$ cat src/rtl/mmio_master_pkg.sv
// Shared types and helpers for the MMIO bus initiator (package mmio_pkg).
package mmio_pkg;

  typedef enum logic [1:0] {
    SIZE_B = 2'b00,
    SIZE_H = 2'b01,
    SIZE_W = 2'b10
  } size_t;

  typedef enum logic [2:0] {
    IDLE   = 3'd0,
    READ   = 3'd1,
    RMW_RD = 3'd2,
    WRITE  = 3'd3,
    RESP   = 3'd4
  } state_t;

  // Encoding 2'b11 is treated as a word access.
  function automatic size_t norm_size(logic [1:0] raw);
    return (raw == 2'b11) ? SIZE_W : size_t'(raw);
  endfunction

  // Half needs addr[0]=0, word needs addr[1:0]=0, byte is always aligned.
  function automatic logic is_misaligned(size_t size, logic [1:0] lo);
    case (size)
      SIZE_H:  return lo[0];
      SIZE_W:  return |lo;
      default: return 1'b0;
    endcase
  endfunction

  // Clears the low address bits that the access size cannot use.
  function automatic logic [1:0] align_lo(size_t size, logic [1:0] lo);
    case (size)
      SIZE_H:  return {lo[1], 1'b0};
      SIZE_W:  return 2'b00;
      default: return lo;
    endcase
  endfunction

endpackage

$ cat src/rtl/mmio_master_if.sv
// LSU request/response handshake plus word-addressed MMIO bus, bundled for mmio_master.
interface mmio_master_if #(
  parameter int ADDR_WIDTH = 32
);
  logic                  req_valid;
  logic                  req_ready;
  logic                  req_we;
  logic [1:0]            req_size;
  logic                  req_unsigned;
  logic [ADDR_WIDTH-1:0] req_addr;
  logic [31:0]           req_wdata;
  logic                  rsp_valid;
  logic                  rsp_ready;
  logic [31:0]           rsp_rdata;
  logic                  rsp_err;
  logic                  bus_re;
  logic [31:0]           bus_rd;
  logic                  bus_we;
  logic [31:0]           bus_wd;
  logic [ADDR_WIDTH-3:0] bus_addr;

  modport master (
    input  req_valid, req_we, req_size, req_unsigned, req_addr, req_wdata,
    input  rsp_ready, bus_rd,
    output req_ready, rsp_valid, rsp_rdata, rsp_err,
    output bus_re, bus_we, bus_wd, bus_addr
  );

  modport slave (
    output req_valid, req_we, req_size, req_unsigned, req_addr, req_wdata,
    output rsp_ready, bus_rd,
    input  req_ready, rsp_valid, rsp_rdata, rsp_err,
    input  bus_re, bus_we, bus_wd, bus_addr
  );
endinterface

$ cat src/rtl/mmio_master_byte_lane_unit.sv
// Combinational lane logic: extracts and extends sub-word load data, and merges
// sub-word store data into a word read back from the responder.
module byte_lane_unit
  import mmio_pkg::*;
(
  input  size_t       size,
  input  logic [1:0]  lane,
  input  logic        is_unsigned,
  input  logic [31:0] rd_word,
  input  logic [15:0] st_data,
  output logic [31:0] ld_data,
  output logic [31:0] merged
);

  logic [7:0]  sel_byte;
  logic [15:0] sel_half;

  // Pick the addressed byte and half-word out of the read word.
  always_comb begin
    sel_byte = rd_word[7:0];
    case (lane)
      2'd0: sel_byte = rd_word[7:0];
      2'd1: sel_byte = rd_word[15:8];
      2'd2: sel_byte = rd_word[23:16];
      2'd3: sel_byte = rd_word[31:24];
      default: sel_byte = rd_word[7:0];
    endcase
    sel_half = lane[1] ? rd_word[31:16] : rd_word[15:0];
  end

  // Zero- or sign-extend the selected lane into a right-aligned load result.
  always_comb begin
    ld_data = rd_word;
    case (size)
      SIZE_B:  ld_data = is_unsigned ? {24'd0, sel_byte} : {{24{sel_byte[7]}}, sel_byte};
      SIZE_H:  ld_data = is_unsigned ? {16'd0, sel_half} : {{16{sel_half[15]}}, sel_half};
      default: ld_data = rd_word;
    endcase
  end

  // Overwrite only the addressed lane(s) of the read word with the store data.
  always_comb begin
    merged = rd_word;
    case (size)
      SIZE_B: begin
        case (lane)
          2'd0: merged[7:0]   = st_data[7:0];
          2'd1: merged[15:8]  = st_data[7:0];
          2'd2: merged[23:16] = st_data[7:0];
          2'd3: merged[31:24] = st_data[7:0];
          default: merged = rd_word;
        endcase
      end
      SIZE_H: begin
        if (lane[1]) merged[31:16] = st_data;
        else         merged[15:0]  = st_data;
      end
      default: merged = rd_word;
    endcase
  end

endmodule

$ cat src/rtl/mmio_master.sv
// MMIO bus initiator: turns byte/half/word LSU requests into word-only bus
// reads/writes, with read-modify-write for sub-word stores.
// Optional macro MMIO_MASTER_MISALIGN_TRAP_EN: misaligned requests complete with
// rsp_err=1 and ERR_RDATA and no bus traffic; otherwise low address bits are
// forced to alignment and the access proceeds.
module mmio_master
  import mmio_pkg::*;
#(
  parameter int          ADDR_WIDTH = 32,
  parameter logic [31:0] ERR_RDATA  = 32'hDEAD_BEEF
) (
  input  logic          clk,
  input  logic          reset,
  mmio_master_if.master mif
);

  state_t                state, state_nxt;
  logic [ADDR_WIDTH-1:0] addr_q;
  size_t                 size_q;
  logic                  uns_q;
  logic [15:0]           wdata_q;
  logic [31:0]           rdata_q;
  logic [31:0]           wd_q;
  logic [31:0]           ld_data;
  logic [31:0]           merged;
  size_t                 req_size_n;
  logic [ADDR_WIDTH-1:0] req_addr_eff;

  assign req_size_n = norm_size(mif.req_size);

`ifdef MMIO_MASTER_MISALIGN_TRAP_EN
  logic misaligned;
  logic err_q;
  assign misaligned   = is_misaligned(req_size_n, mif.req_addr[1:0]);
  assign req_addr_eff = mif.req_addr;
  assign mif.rsp_err  = err_q;
`else
  assign req_addr_eff = {mif.req_addr[ADDR_WIDTH-1:2], align_lo(req_size_n, mif.req_addr[1:0])};
  assign mif.rsp_err  = 1'b0;
`endif

  assign mif.rsp_rdata = rdata_q;
  assign mif.bus_wd    = wd_q;

  byte_lane_unit u_lanes (
    .size        (size_q),
    .lane        (addr_q[1:0]),
    .is_unsigned (uns_q),
    .rd_word     (mif.bus_rd),
    .st_data     (wdata_q),
    .ld_data     (ld_data),
    .merged      (merged)
  );

  // State register; reset abandons any access in flight.
  always_ff @(posedge clk or negedge reset) begin
    if (!reset) state <= IDLE;
    else        state <= state_nxt;
  end

  // Next-state decode: one request in flight, RESP waits for rsp_ready.
  always_comb begin
    state_nxt = state;
    case (state)
      IDLE: begin
        if (mif.req_valid) begin
          if (!mif.req_we)              state_nxt = READ;
          else if (req_size_n == SIZE_W) state_nxt = WRITE;
          else                           state_nxt = RMW_RD;
`ifdef MMIO_MASTER_MISALIGN_TRAP_EN
          if (misaligned) state_nxt = RESP;
`endif
        end
      end
      READ:    state_nxt = RESP;
      RMW_RD:  state_nxt = WRITE;
      WRITE:   state_nxt = RESP;
      RESP:    if (mif.rsp_ready) state_nxt = IDLE;
      default: state_nxt = IDLE;
    endcase
  end

  // Strobes and handshakes decoded from state so reset drops them immediately.
  always_comb begin
    mif.req_ready = 1'b0;
    mif.rsp_valid = 1'b0;
    mif.bus_re    = 1'b0;
    mif.bus_we    = 1'b0;
    mif.bus_addr  = '0;
    case (state)
      IDLE:   mif.req_ready = 1'b1;
      READ:   begin mif.bus_re = 1'b1; mif.bus_addr = addr_q[ADDR_WIDTH-1:2]; end
      RMW_RD: begin mif.bus_re = 1'b1; mif.bus_addr = addr_q[ADDR_WIDTH-1:2]; end
      WRITE:  begin mif.bus_we = 1'b1; mif.bus_addr = addr_q[ADDR_WIDTH-1:2]; end
      RESP:   mif.rsp_valid = 1'b1;
      default: mif.req_ready = 1'b0;
    endcase
  end

  // Request latch, write-word build and response capture.
  always_ff @(posedge clk or negedge reset) begin
    if (!reset) begin
      addr_q  <= '0;
      size_q  <= SIZE_B;
      uns_q   <= 1'b0;
      wdata_q <= '0;
      rdata_q <= '0;
      wd_q    <= '0;
`ifdef MMIO_MASTER_MISALIGN_TRAP_EN
      err_q   <= 1'b0;
`endif
    end else begin
      case (state)
        IDLE: begin
          if (mif.req_valid) begin
            addr_q  <= req_addr_eff;
            size_q  <= req_size_n;
            uns_q   <= mif.req_unsigned;
            wdata_q <= mif.req_wdata[15:0];
            if (mif.req_we && req_size_n == SIZE_W) wd_q <= mif.req_wdata;
`ifdef MMIO_MASTER_MISALIGN_TRAP_EN
            err_q <= misaligned;
            if (misaligned) rdata_q <= ERR_RDATA;
`endif
          end
        end
        READ:    rdata_q <= ld_data;
        RMW_RD:  wd_q    <= merged;
        WRITE:   rdata_q <= '0;
        default: rdata_q <= rdata_q;
      endcase
    end
  end

endmodule
$ cat src/flat_wrapper.sv
// flat-port wrapper written by rule: the top's interface ports become plain ports
module mmio_master_flat import mmio_pkg::*;
#(
  parameter int          ADDR_WIDTH = 32,
  parameter logic [31:0] ERR_RDATA  = 32'hDEAD_BEEF
)
  (clk, reset, mif_req_valid, mif_req_we, mif_req_size, mif_req_unsigned, mif_req_addr, mif_req_wdata, mif_rsp_ready, mif_bus_rd, mif_req_ready, mif_rsp_valid, mif_rsp_rdata, mif_rsp_err, mif_bus_re, mif_bus_we, mif_bus_wd, mif_bus_addr);
  mmio_master_if #(.ADDR_WIDTH(ADDR_WIDTH)) mif_i ();
  input  logic clk;
  input  logic reset;
  input wire logic [$bits(mif_i.req_valid)-1:0] mif_req_valid;
  input wire logic [$bits(mif_i.req_we)-1:0] mif_req_we;
  input wire logic [$bits(mif_i.req_size)-1:0] mif_req_size;
  input wire logic [$bits(mif_i.req_unsigned)-1:0] mif_req_unsigned;
  input wire logic [$bits(mif_i.req_addr)-1:0] mif_req_addr;
  input wire logic [$bits(mif_i.req_wdata)-1:0] mif_req_wdata;
  input wire logic [$bits(mif_i.rsp_ready)-1:0] mif_rsp_ready;
  input wire logic [$bits(mif_i.bus_rd)-1:0] mif_bus_rd;
  output wire logic [$bits(mif_i.req_ready)-1:0] mif_req_ready;
  output wire logic [$bits(mif_i.rsp_valid)-1:0] mif_rsp_valid;
  output wire logic [$bits(mif_i.rsp_rdata)-1:0] mif_rsp_rdata;
  output wire logic [$bits(mif_i.rsp_err)-1:0] mif_rsp_err;
  output wire logic [$bits(mif_i.bus_re)-1:0] mif_bus_re;
  output wire logic [$bits(mif_i.bus_we)-1:0] mif_bus_we;
  output wire logic [$bits(mif_i.bus_wd)-1:0] mif_bus_wd;
  output wire logic [$bits(mif_i.bus_addr)-1:0] mif_bus_addr;
  assign mif_i.req_valid = mif_req_valid;
  assign mif_i.req_we = mif_req_we;
  assign mif_i.req_size = mif_req_size;
  assign mif_i.req_unsigned = mif_req_unsigned;
  assign mif_i.req_addr = mif_req_addr;
  assign mif_i.req_wdata = mif_req_wdata;
  assign mif_i.rsp_ready = mif_rsp_ready;
  assign mif_i.bus_rd = mif_bus_rd;
  assign mif_req_ready = mif_i.req_ready;
  assign mif_rsp_valid = mif_i.rsp_valid;
  assign mif_rsp_rdata = mif_i.rsp_rdata;
  assign mif_rsp_err = mif_i.rsp_err;
  assign mif_bus_re = mif_i.bus_re;
  assign mif_bus_we = mif_i.bus_we;
  assign mif_bus_wd = mif_i.bus_wd;
  assign mif_bus_addr = mif_i.bus_addr;
  mmio_master #(.ADDR_WIDTH(ADDR_WIDTH), .ERR_RDATA(ERR_RDATA)) u_core (.clk(clk), .reset(reset), .mif(mif_i));
endmodule
$ cat config.mk
export PLATFORM = sky130hd
export DESIGN_NAME = mmio_master_flat
export DESIGN_NICKNAME = d
export VERILOG_FILES = /design/src/rtl/mmio_master_pkg.sv /design/src/rtl/mmio_master_if.sv /design/src/rtl/mmio_master_byte_lane_unit.sv /design/src/rtl/mmio_master.sv /design/src/flat_wrapper.sv
export SDC_FILE = /design/constraint.sdc
export NUM_CORES = 1
export LEC_CHECK = 0
export ABC_CLOCK_PERIOD_IN_PS = 2900
export BUFFER_PORTS_ARGS = -buffer_cell sky130_fd_sc_hd__buf_2
export CAP_MARGIN = 20
export CORE_MARGIN = 5
export CORE_UTILIZATION = 40
export DETAILED_ROUTE_END_ITERATION = 6
export PLACE_DENSITY = 0.66
export SLEW_MARGIN = 20
export SYNTH_ARGS = -nofsm -noshare
export SYNTH_HDL_FRONTEND = slang
export SYNTH_HIERARCHICAL = 1
export SYNTH_SLANG_ARGS = --single-unit
$ cat constraint.sdc
create_clock -name clk -period 2.9 [get_ports clk]
set_clock_uncertainty 0.15 [all_clocks]
set_input_delay 0.87 -clock clk [delete_from_list [all_inputs] [get_ports clk]]
set_output_delay 0.87 -clock clk [all_outputs]
set_load 0.05 [all_outputs]
# Yosys cells after proc, flatten, opt, wreduce, memory -nomap -nowiden

Index checks and enable logic that the tools add are counted.

Output and inout port bits: 99
Logic and storage cells: 61
Bits in registers: 118

Multiplexer cells: 28
Equal/unequal tests: 14
Reduce and logical (&&, ||, !) cells: 12

Operators by type and width:

| cell                 | number |
|---|---|
| $pmux W32 S2         | 4 |
| $mux W32             | 4 |
| $mux W16             | 3 |
| $mux W8              | 4 |
| $pmux W8 S4          | 1 |
| $mux W30             | 1 |
| $pmux W3 S4          | 1 |
| $mux W3              | 3 |
| $eq A2 B2 Y1 const B | 4 |
| $eq A2 B1 Y1 const B | 3 |
| $eq A3 B2 Y1 const B | 2 |
| $mux W1              | 5 |
| $logic_not A2 Y1     | 2 |
| $ne A2 B2 Y1 const B | 2 |
| $pmux W2 S2          | 1 |
| $reduce_and A2 Y1    | 2 |
| $reduce_bool A2 Y1   | 2 |
| $reduce_or A2 Y1     | 2 |
| $eq A3 B1 Y1 const B | 1 |
| $eq A3 B3 Y1 const B | 1 |
| $logic_not A3 Y1     | 1 |
| $reduce_and A3 Y1    | 1 |
| $reduce_or A3 Y1     | 1 |
| $mux W2              | 1 |
| other kinds (2)      | 2 |

# Depth between registers and ports, before layout

Gate-level depths: netlist of the first run.

Depth in word-level cells: 7
Depth in mapped cells: 8
Mapped depth without buffers: 5

# Modules after synthesis

Netlist of the first run, hierarchy kept.

Modules (own cells, without submodules):

| module         | seq. area each (µm²) | times used | cells each | area each (µm²) |
|---|---|---|---|---|
| mmio_master    | 2952.8               | 1          | 457        | 5226.3 |
| byte_lane_unit | 0.0                  | 1          | 235        | 1562.7 |

# Worst setup path before layout of the first run

Ideal clock, no wire load.

Path kind: register to output
Start: register u_core.state[2]
End: output port mif_bus_we
Data required time: 1.880 ns
Path slack: 0.284 ns
Data arrival time: 1.596 ns
Stages on the path, launching flop included: 5
Cell sequence: dfrtp_1 -> nand2b_1 -> buf_2 -> buf_2 -> nor2_1

Longest elaborated chain between the ends: 2

RTL lines:

| element                | line               | source |
|---|---|---|
| start, declared        | mmio_master.sv:17  | `state_t state, state_nxt;` |
| start signal, assigned | mmio_master.sv:58  | `else state <= state_nxt;` |
| $eq A3 B2 Y1           | mmio_master.sv:90  | `case (state)` |
| $mux W1                | mmio_master.sv:90  |  |
| end, declared          | flat_wrapper.sv:24 | `output wire logic [$bits(mif_i.bus_we)-1:0] mif_bus_we;` |

No other way between the ends.

# Worst setup path in the final report of the first run

Start: register u_core.state[2]
End: output port mif_bus_addr[2]

Longest elaborated chain between the ends: 3

RTL lines:

| element                                      | line               | source |
|---|---|---|
| $eq A3 B1 Y1 or $eq A3 B2 Y1 (tied branches) | mmio_master.sv:90  |  |
| $reduce_or A3 Y1 (no source line) *          | n/a                |  |
| $mux W30 *                                   | mmio_master.sv:90  |  |
| end, declared                                | flat_wrapper.sv:26 | `output wire logic [$bits(mif_i.bus_addr)-1:0] mif_bus_addr;` |

Every way passes the cells marked *; elsewhere a longest branch is shown, timed or not.

==> results.txt, run 1 <==
Avg Inst Size Synth - 9.81 sq um
Slew Limit Fails - 0
clock-pin slew on the worst setup and hold paths - 0.05 ns
Die Ht - 140 microns
grt ovf - 0
cts repair resizes - 0
r2r endpoint - u_core/mif.bus_wd[27]
number of remaining DRC errors - 0
Synth Area in Adders - 0%
fmax - 359 MHz
clock sink total - 118
area occupied by registers - 2950 sq um
I/O Buffers - 201
Hold/Removal Path Class - in2async
CTS tree - yes
Worst Path Buf+Inv - 2
# fillers - 1560
via count - 5994
share of cells above drive strength 1 - 38.7%
Boundary Pins - 203
total power - 11.9 mW
largest net degree at the start of global routing - 66
post-route cell area - 8540 sq um
Least-Margin Pin Slew - 0.928 ns
Layout Nets - 975
Worst slew margin - 38.1%
Area Overhead vs Synth - 25.8%
vias per cell - 5.43
Compound-Gate Fraction of Synth Area - 19.3%
slowest CP cell - dfrtp_1
reg2reg path depth - 6
Post-Synth Simple-Gate Area - 17.1%
Yosys top cell area share - 43.5%
register area share after synthesis - 43.5%
Hold Buf Count CTS - 0
Synth Warn # - 6
Post-synth EDFFs - 0
critical path type - reg2out
Tot GR Track Use - 21.0%
first-pass GRT wire length - 32800 microns
RSZ-0062 raised after global routing - no
RR Startpoint - u_core/addr_q[1]
setup TNS - 0 ns
post-CTS setup buffer count - 0
Yosys top cell by area - dfrtp_1
drt total wl - 21000 microns
DR iter-0 viols - 551
PD cells - 1400 nW/um^2
worst skew pair latency - 0.42 ns
worst setup path start - u_core/state[2]
CP Launch Type - flip-flop
crit path DAT - 1.76 ns
family with the most delay on the worst path - flip-flops
Reg2Reg Setup Slack - 0.58 ns
dpl cell area - 7960 sq um
Die X - 140 microns
antenna violations before repair - 3
main area contributors after synthesis - dfrtp_1 43%, mux2_4 8.8%, o21ai_0 6.8%, nand2_1 6.5%, a32oi_1 3.9%
FF+latch count, synth - 118
multi-input logic area - 3430 sq um
CTS root buffer - clkbuf_16
Final Hold Vio Count - 0
remaining antenna violation count - 0
initial core utilization - 40.8%
drt pass-1 iters - 5
CTS Buf Count - 17
asr flop ratio synth - 100%
peak per-stage delay on the critical path - 0.50 ns
Synth cell types - 51
outcome - complete, no violations
CP cell instances - nor2_1, buf_6, and2_1, buf_2
detailed placer's ending HPWL - 15300 microns
fin crit share - 96.0%
routability cong. - 0.879
largest family of logic cells by synthesized area - compound AO/OA/AOI/OAI gates
max_cap viols - 0
Site Rows - 47
clock buffer depth - 2
core area - 16600 sq um
Required @ worst endpoint - 1.88 ns
number of global-route vias before repair - 5828
fin crit period - 2.78 ns
Leak - 4.15 nW
net count after synthesis - 796
post-synthesis xor/xnor area fraction - 0.129%
multiplexer share of the synthesized area - 13.5%
CP Max Fanout - 30
Max VDD drop - 824 uV
Post-Syn Area - 6790 sq um
Final Setup Violations - 0
Routed WL per cell - 19.0 microns
die footprint - 19700 sq um
Setup crit end kind - primary output
number of H-tree levels - 4
most common flop cell mapped by yosys - dfrtp_1
Mapped Cells - 692
==> stage by stage <==
| step | util [%] | worst slack, ns | hold slack (ns) | instances |
|---|---|---|---|---|
| detailed placement | 47.8 | 0.439 | 0.315 | 1072 |
| global placement | 47.8 | 0.480 | 0.306 | 1072 |
| floorplan | - | 0.284 | 0.299 | 692 |
| global route | 51.3 | 0.0205 | 0.0825 | 1104 |
| finish | 51.3 | 0.117 | 0.0963 | 1104 |
| CTS | 51.3 | 0.0886 | 0.0810 | 1103 |
==> where the power goes <==
part,switching (mW),total (mW),internal [mW]
Clock,0.733,2.09,1.36
Sequential,0.534,2.97,2.43
Combinational,4.63,6.88,2.24
==> registers in the layout, indices dropped and copies added (netlist names) <==
signal and count:
u_core/addr_q 32, u_core/mif.bus_wd 32, u_core/mif.rsp_rdata 32, u_core/size_q 2
u_core/state 3, u_core/uns_q 1, u_core/wdata_q 16
==> synthesized netlist by cell type, types with 2 or more instances <==
cell type  number
clkbuf_1       37
inv_1          14
nand3b_1        3
buf_12          4
nor3_1          9
nor2b_1        12
mux2_2         21
o221a_2        16
a31oi_1         2
a32oi_1        30
nand2_1       118
o21ai_1         4
mux2_1          4
nand2b_1        2
nor3b_1         9
o221ai_1        7
nand3_1        15
dfrtp_1       118
a22o_1          2
and2_1         32
nor4bb_1        8
buf_6           4
a221o_1         2
a21oi_1         9
o21ai_0        92
o22a_1         16
buf_1           5
a22oi_1         7
buf_2          15
mux2_4         40
nor2_1         15
==> cell families after synthesis <==
group / after synthesis
flip-flops: 118
AND/OR/NAND/NOR: 232
other: 1
multiplexers: 67
AO/OA/AOI/OAI: 191
buffers and inverters: 82
XOR/XNOR: 1
==> layout by cell type, fill, tap and decap left out, types with 4 or more instances in the layout <==
cell       instances
dfrtp_1          118
o221ai_1           7
clkinv_2           5
nor3_1             9
mux2_2            21
nor3b_1            9
a32oi_1           30
and2_1            32
o21ai_0           92
mux2_1             4
nor2_1            15
o21ai_1            4
a22oi_1            7
nand3_1           15
nand2_1          118
nor2b_1           12
clkbuf_16         17
inv_1             14
o22a_1            16
buf_2            200
mux2_4            40
o221a_2           16
a21oi_1            9
buf_4             23
nor4bb_1           8
==> how the worst max path moves through the flow <==
stage / endpoint / slack [ns] / cells after the start
global route: mif_bus_addr[24] / 0.02 / 4
detailed placement: u_core/mif.rsp_rdata[20] / 0.44 / 7
CTS: mif_bus_addr[2] / 0.09 / 4
finish: mif_bus_addr[2] / 0.12 / 4
floorplan: mif_bus_we / 0.28 / 4
global placement: u_core/mif.rsp_rdata[18] / 0.48 / 7
==> metal layers <==
layer  vias up  global-route usage, %  routed length (microns)
li1       2843                      -                        -
met1      2865                   30.1                     9510
met2       246                   30.4                     9450
met3        36                   5.49                     1450
met4         4                   8.01                      565
met5         -                      0                       28
==> final cells by class <==
cell class | count | share of cell area (%)
Clock buffer | 21 | 5.27
Inverter | 15 | 0.659
Multi-Input combinational cell | 492 | 40.1
Timing Repair Buffer | 227 | 14.6
Antenna cell | 1 | 0.0293
Tap cell | 220 | 3.22
Clock inverter | 10 | 1.52
Sequential cell | 118 | 34.6
(Power assumes the default switching activity.)
==> run 2: changes to the inputs <==
--- a/config.mk
+++ b/config.mk
@@ -12,6 +12,7 @@
 export CORE_UTILIZATION = 40
 export DETAILED_ROUTE_END_ITERATION = 6
 export PLACE_DENSITY = 0.66
+export REMOVE_ABC_BUFFERS = 1
 export SLEW_MARGIN = 20
 export SYNTH_ARGS = -nofsm -noshare
 export SYNTH_HDL_FRONTEND = slang
==> run 2 against run 1 <==
Critical path type unchanged. Fmax down 0.42%. Clock power down 3%. Combinational power up 1%. Global-route usage about the same. The flow now finishes with violations (design-rule violations).
==> results.txt, run 2 (synthesized netlist as in run 1, its figures left out) <==
number of H-tree levels - 4 (unchanged)
Placement Setup Slack - 0.431 ns (was 0.439 ns)
r2r endpoint - u_core/mif.bus_wd[15] (was u_core/mif.bus_wd[27])
largest net degree at the start of global routing - 119 (was 66)
final core utilization - 51.2% (was 51.3%)
first-pass GRT wire length - 32900 microns (was 32800 microns)
PD cells - 1400 nW/um^2 (about the same)
combinational share of power - 58.5% (was 57.6%)
number of remaining DRC errors - 3 (was 0)
Die X - 140 microns (unchanged)
hold_sp - u_core/mif.rsp_rdata[10]
clock sink total - 118 (unchanged)
commonest non-fill, non-tap cell in the layout - buf_2 (unchanged)
grt ovf - 0 (unchanged)
post-route cell area - 8520 sq um (was 8540 sq um)
initial core utilization - 40.8% (unchanged)
Worst slew margin - 48.3% (was 38.1%)
antenna violations before repair - 5 (was 3)
Setup crit end kind - primary output (unchanged)
Final Setup Violations - 0 (unchanged)
number of global-route vias before repair - 5777 (was 5828)
Hold Path Stages - 2
via count - 5923 (was 5994)
hold endpoint - u_core/mif.rsp_rdata[10]
CTS tree - yes (unchanged)
Area Overhead vs Synth - 25.4% (was 25.8%)
Slew Limit Fails - 0 (unchanged)
CP Launch Type - flip-flop (unchanged)
reg2reg path depth - 6 (unchanged)
DR iter-0 viols - 455 (was 551)
fmax - 358 MHz (was 359 MHz)
I/O Buffers - 201 (unchanged)
RR Startpoint - u_core/addr_q[1] (unchanged)
drt pass-1 iters - 7 (was 5)
clock-pin slew on the worst setup and hold paths - 0.06 ns (was 0.05 ns)
most frequent cells in the layout - 200 x buf_2, 118 x nand2_1, 118 x dfrtp_1 (unchanged)
CP Max Fanout - 30 (unchanged)
core area - 16600 sq um (unchanged)
non-filler cells in the finished layout - 1105 (was 1104)
Final WS setup - 0.106 ns (was 0.117 ns)
share of cells above drive strength 1 - 38.5% (was 38.7%)
Layout Nets - 972 (was 975)
outcome - finished, violations left (was complete, no violations)
Final Hold Vio Count - 0 (unchanged)
worst skew pair latency - 0.42 ns (about the same)
Required @ worst endpoint - 1.88 ns (about the same)
Leak - 4.12 nW (was 4.15 nW)
Hold Slack - 0.320 ns (was 0.0963 ns)
vias per cell - 5.36 (was 5.43)
Placed Instances - 1069 (was 1072)
Internal - 5.98 mW (was 6.04 mW)
CTS root buffer - clkbuf_16 (unchanged)
clock buffer depth - 2 (unchanged)
Max VDD drop - 657 uV (was 824 uV)
Least-Margin Pin Slew - 0.773 ns (was 0.928 ns)
routability cong. - 0.909 (was 0.879)
post-CTS setup buffer count - 0 (unchanged)
Tot GR Track Use - 21.0% (about the same)
fin crit period - 2.79 ns (was 2.78 ns)
Switch Pwr - 5.92 mW (was 5.90 mW)
failing checks - design-rule violations
remaining antenna violation count - 0 (unchanged)
switching power share of the total - 49.8% (was 49.4%)
Site Rows - 47 (unchanged)
Flop pwr share - 24.5% (was 24.9%)
RSZ-0062 raised after global routing - no (unchanged)
Die Ht - 140 microns (unchanged)
dpl cell area - 7930 sq um (was 7960 sq um)
Reg2Reg Setup Slack - 0.56 ns (was 0.58 ns)
Boundary Pins - 203 (unchanged)
drt total wl - 21000 microns (about the same)
max_cap viols - 0 (unchanged)
critical path type - reg2out (unchanged)
Hold/Removal Path Class - reg2reg (was in2async)
die footprint - 19700 sq um (unchanged)
Clock power frac - 17.0% (was 17.5%)
Routed WL per cell - 19.0 microns (about the same)
CTS Buf Count - 17 (unchanged)
fin crit share - 96.4% (was 96.0%)
detailed placer's ending HPWL - 14700 microns (was 15300 microns)
crit path DAT - 1.77 ns (was 1.76 ns)
-- run 2: cell count changes in the layout (fill, tap and decap cells not counted), sizes merged --
cell      before  now
buf          227  224
bufinv         3    2
clkbuf        21   22
clkinv         6    5
clkinvlp       2    3
diode          1    5
-- run 2: worst max path at each step --
stage,from,endpoint,slack [ns],cells past startpoint
6_report,u_core/state[2],mif_bus_addr[27],0.11,4
5_1_grt,u_core/state[2],mif_bus_addr[27],0.02,4
4_1_cts,u_core/state[2],mif_bus_addr[27],0.06,4
3_5_place_dp,mif_bus_rd[31],u_core/mif.rsp_rdata[17],0.43,7
3_3_place_gp,mif_bus_rd[31],u_core/mif.rsp_rdata[16],0.47,7
2_1_floorplan,mif_req_valid,u_core/addr_q[3],-2.99,2
-- run 2: final cells by class --
type                            count  area (sq um)
Timing Repair Buffer              224          1220
Sequential cell                   118          2950
Tap cell                          220           275
Clock buffer                       22           464
Antenna cell                        5          12.5
Inverter                           15          56.3
Multi-Input combinational cell    492          3430
Clock inverter                      9           103
Fill cell                        1550          8130
-- run 2: metrics by stage --
step	power [mW]	setup TNS [ns]
detailed placement	9.88	0
global placement	9.83	0
floorplan	7.96	-149.04
finish	11.9	0
global route	12.6	0
CTS	12.0	0
-- run 2: critical path, cell delays in order, from the launching register on --
cell	delay, ns
dfrtp_1	0.51
nor2_1	0.18
buf_6	0.22
and2_1	0.17
buf_2	0.26
-- run 2: power groups by stage --
stage               logic (mW)  clock network, mW  registers (mW)
finish                    6.97               2.02            2.91
global route              7.42               2.15            3.02
CTS                       6.98               2.06            2.91
detailed placement        6.96                  0            2.92
global placement          6.93                  0            2.90
floorplan                 3.64                  0            4.33
-- run 2: routing by layer --
| layer | GRT usage, % | vias to the layer above | wire length (microns) |
|---|---|---|---|
| met5 | 0 | - | 0 |
| met4 | 9.84 | 0 | 587 |
| met3 | 4.74 | 35 | 1180 |
| met2 | 32.4 | 208 | 10100 |
| met1 | 28.1 | 2825 | 9180 |
| li1 | - | 2855 | - |
-- run 2: timing repair --
action,in CTS,in global routing
endpoints found under the setup margin,0,11
gates resized for setup,0,1
hold buffers,0,0
